==> config.mk <==
export PLATFORM = sky130hd
export DESIGN_NAME = branch_redirect_ctrl
export DESIGN_NICKNAME = d
export VERILOG_FILES = /design/src/rtl/branch_redirect_ctrl_pkg.sv /design/src/rtl/branch_redirect_ctrl_perf_counters.sv /design/src/rtl/branch_redirect_ctrl.sv
export SDC_FILE = /design/constraint.sdc
export NUM_CORES = 1
export LEC_CHECK = 0
export BUFFER_PORTS_ARGS = -buffer_cell sky130_fd_sc_hd__buf_2
export CORE_UTILIZATION = 35
export CTS_BUF_LIST = sky130_fd_sc_hd__clkbuf_2
export DETAILED_ROUTE_END_ITERATION = 8
export SLEW_MARGIN = 40
export SYNTH_ARGS = -nofsm -noshare
export SYNTH_HDL_FRONTEND = slang
export SYNTH_SLANG_ARGS = --single-unit
==> constraint.sdc <==
create_clock -name i_clk -period 2.7 [get_ports i_clk]
set_input_delay 0.27 -clock i_clk [delete_from_list [all_inputs] [get_ports i_clk]]
set_output_delay 0.27 -clock i_clk [all_outputs]
set_load 0.1 [all_outputs]
==> src/rtl/branch_redirect_ctrl_pkg.sv <==
// Shared types and constants for the branch redirect controller.
// The state enum is shared so other blocks can decode redirect status consistently.
package branch_redirect_ctrl_pkg;

    typedef enum logic [1:0] {
        RC_IDLE     = 2'd0,
        RC_REDIRECT = 2'd1,
        RC_FLUSH    = 2'd2
    } redir_state_t;

    localparam int         RC_FLUSH_DEPTH_DEF = 2;
    localparam logic [1:0] INST_ALIGN_MASK    = 2'b11;

endpackage

==> src/rtl/branch_redirect_ctrl_perf_counters.sv <==
// Branch and taken-redirect performance counters for the redirect controller.
// Both counters wrap naturally and share one synchronous clear.
module br_perf_counters #(
    parameter int CNT_W = 32
) (
    input  logic             clk_i,
    input  logic             clr_i,
    input  logic             br_inc_i,
    input  logic             taken_inc_i,
    output logic [CNT_W-1:0] br_cnt_o,
    output logic [CNT_W-1:0] taken_cnt_o
);

    logic [CNT_W-1:0] br_cnt_q;
    logic [CNT_W-1:0] br_cnt_d;
    logic [CNT_W-1:0] taken_cnt_q;
    logic [CNT_W-1:0] taken_cnt_d;

    always_comb begin
        br_cnt_d    = br_cnt_q;
        taken_cnt_d = taken_cnt_q;
        if (br_inc_i) begin
            br_cnt_d = br_cnt_q + CNT_W'(1);
        end
        if (taken_inc_i) begin
            taken_cnt_d = taken_cnt_q + CNT_W'(1);
        end
    end

    always_ff @(posedge clk_i) begin
        if (clr_i) begin
            br_cnt_q    <= '0;
            taken_cnt_q <= '0;
        end else begin
            br_cnt_q    <= br_cnt_d;
            taken_cnt_q <= taken_cnt_d;
        end
    end

    assign br_cnt_o    = br_cnt_q;
    assign taken_cnt_o = taken_cnt_q;

endmodule

==> src/rtl/branch_redirect_ctrl.sv <==
// Post-execute branch redirect sequencer: registered redirect handshake to fetch,
// upstream stall/kill, wrong-path flush and misaligned-target exception pulse.
//
// state       | meaning
// ------------+------------------------------------------------------------
// RC_IDLE     | accepting resolved branches from execute
// RC_REDIRECT | redirect presented to fetch, upstream stalled and killed
// RC_FLUSH    | redirect accepted, squashing remaining wrong-path slots
module branch_redirect_ctrl
    import branch_redirect_ctrl_pkg::*;
#(
    parameter int XLEN        = 32,
    parameter int FLUSH_DEPTH = RC_FLUSH_DEPTH_DEF,
    parameter int CNT_W       = 32
) (
    input  logic             i_clk,
    input  logic             i_rst,
    input  logic             br_valid,
    input  logic             br_taken,
    input  logic [XLEN-1:0]  br_target,
    output logic             redir_valid,
    output logic [XLEN-1:0]  redir_pc,
    input  logic             redir_ready,
    output logic             stall_o,
    output logic             kill_o,
    output logic             misalign_o,
    output logic [XLEN-1:0]  misalign_tval,
    output logic [CNT_W-1:0] br_cnt,
    output logic [CNT_W-1:0] taken_cnt
);

    localparam logic [2:0] FLUSH_INIT = 3'(FLUSH_DEPTH);

    redir_state_t    state_q;
    redir_state_t    state_d;
    logic [2:0]      flush_cnt_q;
    logic [2:0]      flush_cnt_d;
    logic [XLEN-1:0] redir_pc_q;
    logic [XLEN-1:0] redir_pc_d;
    logic            redir_valid_q;
    logic            redir_valid_d;
    logic            stall_q;
    logic            stall_d;
    logic            kill_q;
    logic            kill_d;
    logic            misalign_q;
    logic            misalign_d;
    logic [XLEN-1:0] tval_q;
    logic [XLEN-1:0] tval_d;
    logic            br_inc;
    logic            taken_inc;
    logic            target_misaligned;
    logic            handshake;

    assign target_misaligned = (br_target[1:0] & INST_ALIGN_MASK) != 2'b00;
    assign handshake         = redir_valid_q && redir_ready;

    always_comb begin
        state_d     = state_q;
        flush_cnt_d = flush_cnt_q;
        redir_pc_d  = redir_pc_q;
        misalign_d  = 1'b0;
        tval_d      = '0;
        br_inc      = 1'b0;
        taken_inc   = 1'b0;

        case (state_q)
            RC_IDLE: begin
                redir_pc_d = '0;
                if (br_valid) begin
                    br_inc = 1'b1;
                    if (br_taken) begin
                        if (target_misaligned) begin
                            misalign_d = 1'b1;
                            tval_d     = br_target;
                        end else begin
                            state_d    = RC_REDIRECT;
                            redir_pc_d = br_target;
                            taken_inc  = 1'b1;
                        end
                    end
                end
            end
            // Branches arriving here are wrong-path or stalled; they are dropped.
            RC_REDIRECT: begin
                if (handshake) begin
                    redir_pc_d = '0;
                    if (FLUSH_DEPTH == 0) begin
                        state_d = RC_IDLE;
                    end else begin
                        state_d     = RC_FLUSH;
                        flush_cnt_d = FLUSH_INIT;
                    end
                end
            end
            RC_FLUSH: begin
                if (flush_cnt_q <= 3'd1) begin
                    state_d     = RC_IDLE;
                    flush_cnt_d = 3'd0;
                end else begin
                    flush_cnt_d = flush_cnt_q - 3'd1;
                end
            end
            default: begin
                state_d     = RC_IDLE;
                flush_cnt_d = 3'd0;
                redir_pc_d  = '0;
            end
        endcase

        redir_valid_d = (state_d == RC_REDIRECT);
        stall_d       = (state_d == RC_REDIRECT);
        kill_d        = (state_d != RC_IDLE) || misalign_d;
    end

    always_ff @(posedge i_clk) begin
        if (i_rst) begin
            state_q       <= RC_IDLE;
            flush_cnt_q   <= 3'd0;
            redir_pc_q    <= '0;
            redir_valid_q <= 1'b0;
            stall_q       <= 1'b0;
            kill_q        <= 1'b0;
            misalign_q    <= 1'b0;
            tval_q        <= '0;
        end else begin
            state_q       <= state_d;
            flush_cnt_q   <= flush_cnt_d;
            redir_pc_q    <= redir_pc_d;
            redir_valid_q <= redir_valid_d;
            stall_q       <= stall_d;
            kill_q        <= kill_d;
            misalign_q    <= misalign_d;
            tval_q        <= tval_d;
        end
    end

    br_perf_counters #(
        .CNT_W(CNT_W)
    ) u_perf (
        .clk_i       (i_clk),
        .clr_i       (i_rst),
        .br_inc_i    (br_inc),
        .taken_inc_i (taken_inc),
        .br_cnt_o    (br_cnt),
        .taken_cnt_o (taken_cnt)
    );

    assign redir_valid   = redir_valid_q;
    assign redir_pc      = redir_pc_q;
    assign stall_o       = stall_q;
    assign kill_o        = kill_q;
    assign misalign_o    = misalign_q;
    assign misalign_tval = tval_q;

endmodule

==> impl_metrics.csv <==
group,metric,value,unit
sta,setup_violations,0,
sta,skew,0.0283,ns
clock_tree,worstSkewPairLatency,0.69,ns
run,cap_violations,0,
synth,yosysUniqueCellTypes,49,
pwr,vdd_drop_max,0.427,mV
critical_path,worstPathCellList,"inv_1, ha_1, nand2_2, or3_1, nor4_1, mux2_2",
clock_tree,cts.path.max_buffers,2,
grt,grt-ovfl-total,0,
critical_path,r2r_slack,0.25,ns
critical_path,endpoint_kind,"flop",
finish,final_area,7090,um2
grt,grt_pass1_wl,23.6,mm
critical_path,worst_path_max_delay_cell,"or3_1",
critical_path,critPathArrivalTime,3.04,ns
finish,syn_to_final_growth,28.5,%
grt,antenna_found_initial,1,
synth,ys_ff_latch,136,
pwr,p_leak,2.99,nW
worst_hold_path,holdPathStages,3,
synth,synth_edf_count,0,
floorplanning,core,15300,um2
floorplanning,die_y,128,um
critical_path,r2r-end,"u_perf.taken_cnt_o[26]$_SDFFE_PP0P_",
synth,syn_avg_cell_area,9.24,um2
route,vias,5195,
synth,yosysWarnings,0,
floorplanning,ios,169,
placement,io_buffer_count,168,
clock_tree,post_cts_buffers,0,
clock_tree,cts_sinks,136,
route,drc_errors,0,
run_status,status,"complete, no violations",
finish,drive_gt1_frac,0.275,
route,dr.first_iter.drc_count,320,
critical_path,slowest_delay,0.64,ns
clock_tree,cts_made_buffers,17,
sta,max_slew_margin,0.559,
clock_tree,cts_resized,0,
placement,gp_congestion,0.767,
placement,dpl-instance-area,6510,um2
grt,grt.total_usage,0.181,
synth,netlist_area,5520,um2
pwr,power_density,505,nW/um2
sta,final.min_clock_period,2.45,ns
worst_hold_path,min_from,"br_target[6]",
worst_hold_path,hold_path_end,"misalign_tval[6]$_SDFF_PP0_",
critical_path,rr_worst_depth,6,
grt,grt_max_degree,48,
route,post_drt_via_cell_ratio,5.15,
route,dr.pass1.iters,4,
sta,setup_tns,0,ns
synth,synthCells,597,
critical_path,required,3.29,ns
clock_tree,h-tree-depth,4,
clock_tree,cts_hold_buf,36,
floorplanning,rows,45,
worst_hold_path,hp-class,"in -> reg",
sta,fin_crit_sh,0.908,
synth,synth-main-ff-cell,"dfxtp_1",
floorplanning,die_area,16300,um2
critical_path,critPathMaxFanout,17,
sta,drv_slew,0,
critical_path,r2r_start,"state_q[1]$_SDFF_PP0_",
route,antenna_left,0,
floorplanning,initial_core_util,0.360,
synth,syn-num-nets,642,
sta,hold_violations,0,
grt,grt_pass1_vias,4837,
floorplanning,die_w,128,um
route,wl_per_cell,14.6,um
clock_tree,cts_root_buf,"clkbuf_2",
finish,nNetsFinal,830,
sta,fmax,408,MHz
synth,synth-async-reset-ratio,0,
route,drt_wl_total,14.8,mm
sta,worst_slew_pin_slew,0.655,ns
placement,dp_hpwl,10.1,mm
clock_tree,clkTransAtPathRegs,0.21,ns
synth,seq_area_frac_synth,0.493,
sta,rsz0062_at_grt,"false",
clock_tree,cts_tree,"done",
critical_path,cp-start-kind,"flop",
critical_path,path_class,"reg -> reg",
finish,layout_commonest_cell,"buf_2",
finish,layout_common_cells,"buf_2, dfxtp_1, nor2_1",
-- power breakdown --
part / internal, W / switching, W
logic: 0.0000969 / 0.000269
registers: 0.00203 / 0.0000125
clock network: 0.000416 / 0.000751
-- critical path: cells and delay by family, from the launching register on --
family | cells | cell delay (ns)
AND/OR/NAND/NOR | 3 | 1.21
flip-flops | 1 | 0.40
multiplexers | 1 | 0.38
adder cells (fa/ha/maj) | 1 | 0.27
buffers and inverters | 1 | 0.10
-- registers in the layout, summed over array words and instances, names as in the netlist --
name,cells
u_perf.br_cnt_o,32
kill_o,1
u_perf.taken_cnt_o,32
flush_cnt_q,3
stall_o,1
redir_pc,32
state_q,2
misalign_tval,32
misalign_o,1
-- metrics by stage --
| stage | power, W | utilization | setup slack (ns) | cells | hold WS (ns) |
|---|---|---|---|---|---|
| after floorplan | 0.00233 | - | 0.0801 | 597 | 0.392 |
| final | 0.00358 | 0.463 | 0.247 | 1009 | 0.313 |
| after global routing | 0.00374 | 0.463 | 0.0711 | 1009 | 0.244 |
| after global placement | 0.00241 | 0.425 | 0.404 | 941 | 0.472 |
| after CTS | 0.00364 | 0.463 | 0.242 | 1008 | 0.245 |
| after detailed placement | 0.00241 | 0.425 | 0.274 | 941 | 0.484 |
-- worst max-delay path by stage --
stage                                          endpoint                                from
detailed placement  u_perf.taken_cnt_o[26]$_SDFFE_PP0P_               state_q[1]$_SDFF_PP0_
global route        u_perf.taken_cnt_o[26]$_SDFFE_PP0P_               state_q[1]$_SDFF_PP0_
finish              u_perf.taken_cnt_o[26]$_SDFFE_PP0P_               state_q[1]$_SDFF_PP0_
floorplan           u_perf.taken_cnt_o[26]$_SDFFE_PP0P_  u_perf.taken_cnt_o[0]$_SDFFE_PP0P_
global placement    u_perf.taken_cnt_o[26]$_SDFFE_PP0P_               state_q[1]$_SDFF_PP0_
CTS                 u_perf.taken_cnt_o[26]$_SDFFE_PP0P_               state_q[1]$_SDFF_PP0_
-- cells in the mapped netlist, types with 8 or more instances --
master | number | area share
a21oi_1 | 39 | 0.035
o31ai_1 | 20 | 0.027
or3_1 | 17 | 0.019
nand2_1 | 26 | 0.018
xor2_1 | 12 | 0.019
or4_1 | 21 | 0.029
o21ai_0 | 16 | 0.015
nor4_1 | 11 | 0.012
nand4_1 | 29 | 0.033
dfxtp_1 | 136 | 0.49
ha_1 | 8 | 0.018
clkbuf_1 | 27 | 0.018
buf_2 | 8 | 0.0073
and2_1 | 36 | 0.041
nor2_1 | 59 | 0.040
inv_1 | 11 | 0.0075
a22oi_1 | 30 | 0.041
and4_1 | 9 | 0.014
and3_1 | 9 | 0.010
nand3_1 | 17 | 0.015
-- layout make-up --
| type | instances | area (um2) |
|---|---|---|
| inverters | 11 | 41.3 |
| flip-flops and latches | 136 | 2720 |
| well taps | 211 | 264 |
| diodes | 1 | 2.50 |
| multi-input cells | 409 | 2590 |
| fillers | 1511 | 8220 |
| clock buffers | 18 | 90.1 |
| clock inverters | 13 | 131 |
| repair buffers | 210 | 1250 |
-- routing by layer --
layer / wire [um] / global-route usage
met2: 6980 / 0.290
met5: 0 / 0
met1: 6740 / 0.232
met3: 949 / 0.0599
met4: 110 / 0.0518
-- logic make-up after synthesis --
logic type,synth area share
adder cells (fa/ha/maj),0.0181
AND/OR/NAND/NOR,0.267
multiplexers,0.0141
flip-flops,0.493
AO/OA/AOI/OAI,0.138
XOR/XNOR,0.0302
buffers and inverters,0.0395
Power figures use the tool's default switching activity.
